`config.mk`:
```
export PLATFORM = sky130hd
export DESIGN_NAME = ccta_flat
export DESIGN_NICKNAME = d
export VERILOG_FILES = /design/src/rtl/ccta_if.sv /design/src/rtl/ccta.sv /design/src/flat_wrapper.sv
export SDC_FILE = /design/constraint.sdc
export NUM_CORES = 1
export LEC_CHECK = 0
export ABC_AREA = 0
export CAP_MARGIN = 30
export CORE_MARGIN = 8
export CORE_UTILIZATION = 54
export CTS_CLUSTER_DIAMETER = 200
export DETAILED_ROUTE_END_ITERATION = 12
export DONT_BUFFER_PORTS = 1
export PLACE_DENSITY = 0.68
export RECOVER_POWER = 100
export SYNTH_ARGS = -nofsm -noshare
export SYNTH_HDL_FRONTEND = slang
export SYNTH_SLANG_ARGS = --single-unit
```
`constraint.sdc`:
```
create_clock -name clk -period 4.8 [get_ports clk]
set_input_delay 0.72 -clock clk [delete_from_list [all_inputs] [get_ports clk]]
set_output_delay 0.72 -clock clk [all_outputs]
set_load 0.02 [all_outputs]
```
`src/rtl/ccta_if.sv`:
```
// ccta_if: operand/result bundle for the ccta compare-and-add stage.
//   A, B, C : W-bit unsigned operands        (master -> slave)
//   ctrl    : 0 = sum of two largest, 1 = sum of two smallest (master -> slave)
//   q       : W+1-bit registered result       (slave -> master)
interface ccta_if #(
    parameter int W = 4
);
    logic [W-1:0] A;
    logic [W-1:0] B;
    logic [W-1:0] C;
    logic         ctrl;
    logic [W:0]   q;

    modport master (
        output A, B, C, ctrl,
        input  q
    );

    modport slave (
        input  A, B, C, ctrl,
        output q
    );
endinterface

```
`src/rtl/ccta.sv`:
```
// ccta: sorts three unsigned operands and adds either the two largest
// (ctrl=0) or the two smallest (ctrl=1), producing a registered W+1-bit sum.
//
// Ports:
//   clk : system clock, rising edge
//   rst : synchronous active-high reset, clears every register
//   bus : ccta_if.slave carrying A, B, C, ctrl in and q out
//
// Build option:
//   CCTA_PIPE_EN defined   -> register stage between sort and add (latency 2)
//   CCTA_PIPE_EN undefined -> output register only (latency 1)
module ccta #(
    parameter int W = 4
) (
    input  logic    clk,
    input  logic    rst,
    ccta_if.slave   bus
);

    logic [W-1:0] hi_ab, lo_ab;
    logic [W-1:0] max_c, mid_c, min_c;

    // Two-step sort: order A/B, then slot C into the pair.
    // Ties resolve arbitrarily; the sum does not depend on which tied
    // operand lands in which rank.
    always_comb begin
        hi_ab = bus.A;
        lo_ab = bus.B;
        if (bus.A < bus.B) begin
            hi_ab = bus.B;
            lo_ab = bus.A;
        end

        max_c = hi_ab;
        mid_c = lo_ab;
        min_c = bus.C;
        if (bus.C >= hi_ab) begin
            max_c = bus.C;
            mid_c = hi_ab;
            min_c = lo_ab;
        end else if (bus.C >= lo_ab) begin
            mid_c = bus.C;
            min_c = lo_ab;
        end
    end

    logic [W-1:0] add_max, add_mid, add_min;
    logic         add_ctrl;

`ifdef CCTA_PIPE_EN
    logic [W-1:0] max_q, mid_q, min_q;
    logic         ctrl_q;

    always_ff @(posedge clk) begin
        if (rst) begin
            max_q  <= '0;
            mid_q  <= '0;
            min_q  <= '0;
            ctrl_q <= 1'b0;
        end else begin
            max_q  <= max_c;
            mid_q  <= mid_c;
            min_q  <= min_c;
            ctrl_q <= bus.ctrl;
        end
    end

    assign add_max  = max_q;
    assign add_mid  = mid_q;
    assign add_min  = min_q;
    assign add_ctrl = ctrl_q;
`else
    assign add_max  = max_c;
    assign add_mid  = mid_c;
    assign add_min  = min_c;
    assign add_ctrl = bus.ctrl;
`endif

    logic [W:0] q_d, q_q;

    // Zero-extend before adding so the carry lands in the top bit.
    always_comb begin
        if (add_ctrl) q_d = {1'b0, add_min} + {1'b0, add_mid};
        else          q_d = {1'b0, add_max} + {1'b0, add_mid};
    end

    always_ff @(posedge clk) begin
        if (rst) q_q <= '0;
        else     q_q <= q_d;
    end

    assign bus.q = q_q;

endmodule

```
`src/flat_wrapper.sv`:
```
// flat-port wrapper written by rule: the top's interface ports become plain ports
module ccta_flat 
#(
    parameter int W = 4
)
  (clk, rst, bus_A, bus_B, bus_C, bus_ctrl, bus_q);
  ccta_if #(.W(W)) bus_i ();
  input  logic clk;
  input  logic rst;
  input wire logic [$bits(bus_i.A)-1:0] bus_A;
  input wire logic [$bits(bus_i.B)-1:0] bus_B;
  input wire logic [$bits(bus_i.C)-1:0] bus_C;
  input wire logic [$bits(bus_i.ctrl)-1:0] bus_ctrl;
  output wire logic [$bits(bus_i.q)-1:0] bus_q;
  assign bus_i.A = bus_A;
  assign bus_i.B = bus_B;
  assign bus_i.C = bus_C;
  assign bus_i.ctrl = bus_ctrl;
  assign bus_q = bus_i.q;
  ccta #(.W(W)) u_core (.clk(clk), .rst(rst), .bus(bus_i));
endmodule
```
==> qor.csv <==
metric,value,unit
worst_setup_path_start_kind,primary input,
area_growth_syn_to_layout,3.43,%
critPathCaptureType,flip-flop,
final_layout_size_suffix_gt1_share,7.96,%
vias_per_cell,6.22,
required,4.93,ns
final_cell_mix,"17 x ha_1, 13 x inv_1, 12 x a21oi_1",
largest_register_ffs,5,
yosys.area_share.simple,18.4,%
drc,0,
antenna_found_initial,0,
dp_hpwl,1650,µm
cts_hold_buf,0,
synth_top_family_by_area,adder cells,
nNetsFinal,147,
post-route-min-period,4.42,ns
slew_violations,0,
drv_cap,0,
hp-class,in2reg,
wl_per_cell,14.8,µm
synth_nets,145,
place_inst,125,
synth_compound_area_share,24.3,%
diodes,0,
fmax,226,MHz
synth_xor_xnor_area_share,1.00,%
globalRouteTotalUtil,11.5,%
drt_iter0_drc,25,
setup-tns-final,0,ns
synthDistinctLibCells,32,
cts-root-buf,clkbuf_4,
io_pins,20,
ctsResizeCount,0,
cts.sinks,5,
path_class,in2reg,
core,0.00151,mm²
muxShareOfSynthArea,10.9,%
rsz0062_at_grt,no,
grt_pass1_vias,760,
post-route-period-util,92.1,%
drt_wl_total,1900,µm
grt-ovfl-total,0,
clk_pin_slew,0.04,ns
h-tree-depth,1,
leakage,0.000437,µW
first_pass_iters,4,
seq_area_frac_synth,11.4,%
synth_top_cell_area_share,24.3,%
power_density,331,mW/mm²
clk_path_buf_depth,2,
status,"finished, final reports clean",
synth_area_leaders,"ha_1 24%, dfxtp_1 11%, a21oi_1 6.9%",
rows,14,
cts_buffers,3,
fill_cells,145,
final_common_cell,ha_1,
synth_seq_cells,5,
crit_arrival,4.55,ns
hold_viol,0,
yosysTopAreaCell,ha_1,
layoutNonFillerInstCount,129,
finalSetupViolCount,0,
cts_tree,done,
post_cts_buffers,0,
synth_cells,112,
start_util,58.1,%
die_h,56.3,µm
grt_max_degree,15,
vias,802,
worst_pin_slew,0.548,ns
die_x,56.3,µm
ir_worst_vdd,0.148,mV
grt_pass1_wl,3110,µm
dieArea,0.00317,mm²
slew_headroom,63.2,%
post_synth_fa_ha_maj_area_fraction,26.6,%
synth.avg_cell_area,7.82,µm²
synth_area,876,µm²
portBuffers,0,
crit_fanout,14,
antenna_left,0,
ys_warn_count,0,
gp_congestion,0.858,
==> kinds of logic after synthesis <==
logic type	Yosys count
AOI/OAI and AO/OA	30
DFF	5
buffers and inverters	16
muxes	9
and+or+nand+nor	33
adders and majority gates	18
xor gates and xnor gates	1
==> area by class of cell <==
type | count | area [µm²] | area share, %
clock buffer | 4 | 26.3 | 2.90
inverter | 13 | 48.8 | 5.39
multi-input combinational | 91 | 711 | 78.5
sequential | 5 | 100 | 11.0
tap | 16 | 20.0 | 2.21
==> metrics by stage <==
stage                     area, µm²  utilization, %  total power (µW)  hold WS, ns  setup slack (ns)
final                           906            60.1               300        0.548             0.380
after global routing            906            60.1               335        0.540            0.0380
after CTS                       906            60.1               304        0.541             0.430
after detailed placement        880            58.4               256        0.789             0.173
after global placement          880            58.4               250        0.788             0.225
after floorplan                 876               -               227        0.787             0.641
==> critical path, stage by stage <==
cell and delay, ns:
inv_1 0.03, ha_1 0.32, a221oi_4 0.55, mux2i_1 0.50, ha_1 0.32, o21ai_0 0.12, a211o_1 0.39, a21oi_1 0.17
mux2_1 0.35, a221o_1 0.30, ha_1 0.21, a21o_1 0.18, a21oi_1 0.16, xor2_1 0.17, nor2_1 0.05
==> per-layer routing <==
metal	up-vias	wire, µm	global-route usage (%)
met5	-	0	0
met3	2	179	3.82
met4	0	6	3.44
met2	24	985	20.3
li1	408	-	-
met1	368	733	12.6
==> synth_stat cells <==
cell and count:
ha_1 17, inv_1 13, a21oi_1 12, nor3_1 11, nor2_1 8, o21ai_0 6
dfxtp_1 5, mux2i_1 5, mux2_2 4, nand2_1 4, nor2b_1 3, a211o_1 2
a221o_1 2, and2_1 2, a211oi_1 1, a21o_1 1, a21o_2 1, a221oi_4 1
and3_1 1, buf_1 1, buf_2 1, buf_4 1, fa_1 1, nand2b_1 1
nand3_1 1, o211ai_1 1, o21ai_2 1, o32a_1 1, o32ai_1 1, or2_1 1
or3_1 1, xor2_1 1
==> worst paths after layout <==
check | start | to | slack (ns) | cells past startpoint
max | bus_B[3] | u_core.bus.q[3]$_SDFF_PP0_ | 0.38 | 15
min | rst | u_core.bus.q[1]$_SDFF_PP0_ | 0.55 | 1
==> where the power goes <==
group / switching [µW] / internal (µW)
clock: 15.6 / 31.3
sequential: 25.9 / 58.4
combinational: 91.0 / 77.3
Note: power is estimated with default switching activity, not from simulation.
